[config.mk]
export PLATFORM = sky130hd
export DESIGN_NAME = pch_unit
export DESIGN_NICKNAME = d
export VERILOG_FILES = /design/src/rtl/pc_pkg.sv /design/src/rtl/pch_carry_fsm.sv /design/src/rtl/pch_unit.sv
export SDC_FILE = /design/constraint.sdc
export NUM_CORES = 1
export LEC_CHECK = 0
export BUFFER_PORTS_ARGS = -buffer_cell sky130_fd_sc_hd__buf_4
export CAP_MARGIN = 20
export CORE_UTILIZATION = 45
export CTS_BUF_LIST = sky130_fd_sc_hd__clkbuf_8
export DETAILED_ROUTE_END_ITERATION = 7
export GPL_TIMING_DRIVEN = 0
export PLACE_DENSITY = 0.86
export SLEW_MARGIN = 25
export SYNTH_ARGS = -nofsm -noshare
export SYNTH_HDL_FRONTEND = slang
export SYNTH_SLANG_ARGS = --single-unit
[constraint.sdc]
create_clock -name fclk -period 2.9 [get_ports fclk]
set_clock_uncertainty 0.05 [all_clocks]
set_input_delay 0.29 -clock fclk [delete_from_list [all_inputs] [get_ports fclk]]
set_output_delay 0.29 -clock fclk [all_outputs]
set_load 0.1 [all_outputs]
[src/rtl/pc_pkg.sv]
// Types and constants shared by the program-counter byte stages.
// Holds the high-byte FSM state type, the vector page and the load-select encoding.
package pc_pkg;

  typedef enum logic [1:0] {
    PCH_IDLE = 2'd0,
    PCH_ACK  = 2'd1,
    PCH_FIX  = 2'd2
  } pch_state_t;

  localparam logic [7:0] PC_VECTOR_PAGE = 8'hFF;

  typedef enum logic [1:0] {
    PC_LD_NONE   = 2'd0,
    PC_LD_DB     = 2'd1,
    PC_LD_VECTOR = 2'd2,
    PC_LD_ADB    = 2'd3
  } pc_load_sel_t;

  // Priority: decode > any vector push > address bus.
  function automatic pc_load_sel_t pc_load_select(
    input logic decode,
    input logic resb,
    input logic irqb,
    input logic nmib,
    input logic adb
  );
    if (decode)
      return PC_LD_DB;
    else if (resb || irqb || nmib)
      return PC_LD_VECTOR;
    else if (adb)
      return PC_LD_ADB;
    else
      return PC_LD_NONE;
  endfunction

endpackage

[src/rtl/pch_carry_fsm.sv]
// Carry handshake and page-cross fix sequencer for the PC high byte.
// Branch correction (pending bit, FIX state) is built only with PCH_BRANCH_FIX_EN.
module pch_carry_fsm
  import pc_pkg::*;
(
  input  logic         clk,
  input  logic         srst,
  input  logic         load_decode,
  input  logic         load_resb,
  input  logic         load_irqb,
  input  logic         load_nmib,
  input  logic         load_adb,
  input  logic         carry_req,
  input  logic         fix_req,
  input  logic         fix_dir,
  output pc_load_sel_t load_sel,
  output logic         inc,
  output logic         dec,
  output logic         carry_done,
  output logic         branch_stall,
  output logic         busy
);

  pch_state_t state_reg;
  pch_state_t state_next;
  logic       any_load;

  always_comb begin
    load_sel = pc_load_select(load_decode, load_resb, load_irqb, load_nmib, load_adb);
  end

  assign any_load = (load_sel != PC_LD_NONE);

`ifdef PCH_BRANCH_FIX_EN
  logic pending_reg;
  logic pending_next;
  logic dir_reg;
  logic dir_next;

  always_comb begin
    state_next   = state_reg;
    pending_next = pending_reg | fix_req;
    dir_next     = fix_req ? fix_dir : dir_reg;
    inc          = 1'b0;
    dec          = 1'b0;
    case (state_reg)
      PCH_IDLE: begin
        // A carry always goes first; a pending fix waits for the next IDLE.
        if (carry_req) begin
          state_next = PCH_ACK;
          inc        = !any_load;
        end else if (pending_reg || fix_req) begin
          state_next = PCH_FIX;
        end
      end
      PCH_ACK: begin
        if (!carry_req)
          state_next = PCH_IDLE;
      end
      PCH_FIX: begin
        inc          = !any_load && !dir_reg;
        dec          = !any_load && dir_reg;
        pending_next = fix_req;
        state_next   = PCH_IDLE;
      end
      default: state_next = PCH_IDLE;
    endcase
  end

  always_ff @(posedge clk) begin
    if (srst) begin
      state_reg   <= PCH_IDLE;
      pending_reg <= 1'b0;
      dir_reg     <= 1'b0;
    end else begin
      state_reg   <= state_next;
      pending_reg <= pending_next;
      dir_reg     <= dir_next;
    end
  end

  assign branch_stall = (state_reg == PCH_FIX);
`else
  // Branch inputs have no effect in this build.
  logic fix_unused;
  assign fix_unused = fix_req ^ fix_dir;

  always_comb begin
    state_next = state_reg;
    inc        = 1'b0;
    case (state_reg)
      PCH_IDLE: begin
        if (carry_req) begin
          state_next = PCH_ACK;
          inc        = !any_load;
        end
      end
      PCH_ACK: begin
        if (!carry_req)
          state_next = PCH_IDLE;
      end
      default: state_next = PCH_IDLE;
    endcase
  end

  always_ff @(posedge clk) begin
    if (srst)
      state_reg <= PCH_IDLE;
    else
      state_reg <= state_next;
  end

  assign dec          = 1'b0;
  assign branch_stall = 1'b0;
`endif

  assign carry_done = (state_reg == PCH_ACK);
  assign busy       = (state_reg != PCH_IDLE);

endmodule

[src/rtl/pch_unit.sv]
// PC high-byte register with loads, low-byte carry handshake and page-cross fix.
// Optional branch correction is enabled with PCH_BRANCH_FIX_EN.
module pch_unit
  import pc_pkg::*;
#(
  parameter logic [7:0] RESET_PCH   = 8'hFF,
  parameter logic [7:0] VECTOR_PAGE = PC_VECTOR_PAGE
) (
  input  logic       fclk,
  input  logic       reset,
  input  logic       instruction_decode_in,
  input  logic       push_resb,
  input  logic       push_irqb,
  input  logic       push_nmib,
  input  logic       adb_to_pc,
  input  logic [7:0] db_in,
  input  logic [7:0] address_high_in,
  input  logic       carry_to_pch,
  output logic       carry_done,
  input  logic       branch_fix,
  input  logic       branch_dir,
  output logic       branch_stall,
  output logic       busy,
  output logic [7:0] address_high_out,
  output logic [7:0] db_out
);

  pc_load_sel_t load_sel;
  logic         inc;
  logic         dec;
  logic [7:0]   pch_reg;
  logic [7:0]   pch_next;

  pch_carry_fsm u_fsm (
    .clk          (fclk),
    .srst         (reset),
    .load_decode  (instruction_decode_in),
    .load_resb    (push_resb),
    .load_irqb    (push_irqb),
    .load_nmib    (push_nmib),
    .load_adb     (adb_to_pc),
    .carry_req    (carry_to_pch),
    .fix_req      (branch_fix),
    .fix_dir      (branch_dir),
    .load_sel     (load_sel),
    .inc          (inc),
    .dec          (dec),
    .carry_done   (carry_done),
    .branch_stall (branch_stall),
    .busy         (busy)
  );

  // Loads override any +/-1; arithmetic wraps within the byte.
  always_comb begin
    pch_next = pch_reg;
    case (load_sel)
      PC_LD_DB:     pch_next = db_in;
      PC_LD_VECTOR: pch_next = VECTOR_PAGE;
      PC_LD_ADB:    pch_next = address_high_in;
      default: begin
        if (inc)
          pch_next = pch_reg + 8'd1;
        else if (dec)
          pch_next = pch_reg - 8'd1;
      end
    endcase
  end

  always_ff @(posedge fclk) begin
    if (reset)
      pch_reg <= RESET_PCH;
    else
      pch_reg <= pch_next;
  end

  assign address_high_out = pch_reg;
  assign db_out           = pch_reg;

endmodule
==> metrics.txt <==
FFs w/ async S/R, synth=0; max FFs per register=8; Power Dens Cells=579.0 nW/um^2; footprint of the multi-input gates=521.8 sq um; drc violations=0; Area Overhead vs Synth=47.17%; Post-synth EDFFs=0; Final Hold Viols=0; RSZ-0062 raised after global routing=no; DR iter-0 viols=16; Seq pwr share=0.225; CP endpoint kind=flip-flop; maximum operating frequency=roughly 0.39 GHz; Nets=179; IO buf count=40; Tot Pwr=about 700 uW; Seq. cell area=180.2 sq um; Chip Height=44.61 um; synthesized net count=134; Synth Flop Type=dfxtp_1; Leakage Power=0.0005318 uW; share of cells above drive strength 1=0.4027; Worst-Skew Late Latency=0.23 ns; die area=1990 sq um; vias in the first global route=943; drt via density=just under 6; Synth cell types=37; clock slew at reported path FFs=about 0.04 ns; placed cell count=170; Hold-fix buffers, CTS=0; # IOs=45; min cycle time layout=approximately 2.6 ns; Final Instance Count excl. Fillers=174; kind of critical path=input port to flip-flop; Rel. slew slack=0.5884; std cell rows=15; initial antenna violation count=0; worst vdd ir=0.4956 mV; fin crit share=0.8814; GRT overflow=0; Final setup viols=0; outcome=finished clean; Arr. time, crit path=2.62 ns; CP startpoint kind=input port; CTS max path bufs=2; Synth warnings=0; Initial Utilization=0.4784; Critical R2R Launch=address_high_out[2]$_SDFFE_PP1P_; detailed placer's ending HPWL=1879 um; P_sw=353.7 uW; synthesized cell area=about 820 sq um; Filler cells=around 150; ant diodes=0; pin count of the biggest net entering global routing=11; final core utilization=0.7040; Final Slew Violations=0; Worst Hold Class=input port to flip-flop; Switching Fraction=0.5079; WP data required=slightly below 3 ns; sequential share of the synthesized area=0.2205; setup bufs post-CTS=0; Mean Syn Cell Area=7.781 sq um; Gate power share=0.574; Yosys reg bits=9; Slew @ Worst Pin=0.6122 ns; Cell Int Power=roughly 340 uW; first-pass GRT wire length=3746 um; H-Tree Depth=1; CTS tree=built; Via Count=between 1000 and 1500; Final ANT Viol Nets=0; Die X=approximately 45 um; TritonCTS Sinks=9; clk root buf=clkbuf_8; routed len/inst=14.16 um; Clock Power Share=0.201; hold wc startpoint=carry_to_pch; DR pass1 iterations=4; Max Cap Viol=0; Total GRT Usage=0.2544; CORE AREA=roughly 1700 sq um; largest fanout on the critical path=10; Num CTS Buffers=3; Mapped Cells=105; origin of the worst setup path=push_irqb; gp weighted congestion=between 0.8 and 0.9; final WL=2463 um
[layer usage]
layer / vias to the layer above / GRT usage / share of wire
li1: 486 / - / -
met2: 45 / 0.4529 / 0.51
met4: 0 / 0.09697 / 0.018
met5: - / 0 / 0
met1: 471 / 0.2906 / 0.42
met3: 6 / 0.06122 / 0.058
[final timing paths]
kind                                                    endpoint  slack (ns)  cells after the start
worst max register to register  address_high_out[7]$_SDFFE_PP1P_        1.28                      5
worst min register to register  address_high_out[6]$_SDFFE_PP1P_        0.53                      2
worst max-delay path            address_high_out[5]$_SDFFE_PP1P_        0.34                      9
worst min-delay path             u_fsm.state_reg[0]$_SDFFE_PP0P_        0.24                      2
[placed cells by master (no fill, tap or decap)]
| cell type | count |
|---|---|
| nor2_4 | 1 |
| nor2_1 | 2 |
| clkbuf_8 | 3 |
| nor2_2 | 1 |
| nor2b_1 | 3 |
| a2111oi_0 | 2 |
| buf_4 | 50 |
| inv_1 | 6 |
| conb_1 | 1 |
| buf_1 | 1 |
| a221oi_1 | 4 |
| clkbuf_1 | 4 |
| o21ai_2 | 1 |
| o32a_1 | 1 |
| nor4_1 | 3 |
| o21ai_0 | 5 |
| a41o_1 | 1 |
| nor3_1 | 2 |
| a221o_1 | 2 |
| o31ai_1 | 1 |
| a31oi_1 | 2 |
| a211o_1 | 2 |
| nor4_2 | 1 |
| nand3_1 | 5 |
| a2bb2oi_1 | 1 |
| dfxtp_1 | 9 |
| a211oi_1 | 2 |
| and4_1 | 1 |
| nand4_1 | 2 |
| a21oi_1 | 9 |
| o31ai_4 | 1 |
| o32ai_1 | 1 |
| o211ai_1 | 2 |
| or4_4 | 1 |
| ha_1 | 3 |
| buf_6 | 1 |
| o21a_1 | 2 |
| o31a_1 | 1 |
| nand2_1 | 8 |
| nand2b_1 | 1 |
[Yosys cell counts (2+ instances only)]
cell type,instances,area share
buf_4,10,0.092
a21oi_1,9,0.055
dfxtp_1,9,0.22
nand2_1,8,0.037
inv_1,5,0.023
nand3_1,5,0.031
o21ai_0,5,0.031
a221oi_1,4,0.043
clkbuf_1,4,0.018
nor4_1,4,0.031
ha_1,3,0.046
nor2_1,3,0.014
nor2b_1,3,0.023
a2111oi_0,2,0.021
a211o_1,2,0.021
a211oi_1,2,0.018
a221o_1,2,0.025
a31oi_1,2,0.015
nand4_1,2,0.015
nor3_1,2,0.012
o211ai_1,2,0.018
o21a_1,2,0.018
[worst max-delay path, cell delays in order]
cell,delay (ns)
buf_4,0.12
nor4_2,0.58
nor2_1,0.15
ha_1,0.22
clkbuf_1,0.22
nor2_2,0.34
o31a_1,0.33
a21oi_1,0.08
o32a_1,0.29
[power groups by stage]
| stage | Sequential [uW] | Combinational [uW] | Clock (uW) |
|---|---|---|---|
| 3_5_place_dp | 158 | 395 | 0 |
| 2_1_floorplan | 249 | 214 | 0 |
| 4_1_cts | 156 | 397 | 141 |
| 3_3_place_gp | 157 | 389 | 0 |
| 5_1_grt | 159 | 416 | 148 |
| 6_report | 157 | 400 | 140 |
[per-stage QoR]
step           cell area (sq um)  TNS, ns  setup slack, ns  hold WS [ns]
5_1_grt                     1202        0           0.1492        0.2441
4_1_cts                     1200        0           0.2450        0.2382
6_report                    1202        0           0.3440        0.2385
2_1_floorplan              817.0        0           0.3735        0.3116
3_5_place_dp                1149   -1.490          -0.3093        0.4772
3_3_place_gp                1149  -0.5137          -0.1507        0.4677
[cells by family (layout without fill, tap and decap cells)]
| group | count (synthesis) | count (layout) | share of synthesized area |
|---|---|---|---|
| simple gates | 31 | 31 | 0.2083 |
| buf+inv | 21 | 65 | 0.1516 |
| compound gates | 40 | 40 | 0.3691 |
| fa+ha+maj | 3 | 3 | 0.04595 |
| other cells | 1 | 1 | 0.004590 |
| flops | 9 | 9 | 0.2205 |
[repair_timing]
action / in CTS / in global routing
pin swaps: 0 / 0
setup endpoints to repair: 4 / 1
resized for setup: 1 / 1
[cell type report]
cell class | instances | share of cell area
multi-input combinational | 75 | 0.4339
timing repair buffer | 40 | 0.2497
sequential | 9 | 0.1498
buffer | 16 | 0.08741
clock buffer | 3 | 0.03434
tap | 25 | 0.02601
inverter | 5 | 0.01561
clock inverter | 1 | 0.003122
(Power assumes the default switching activity.)
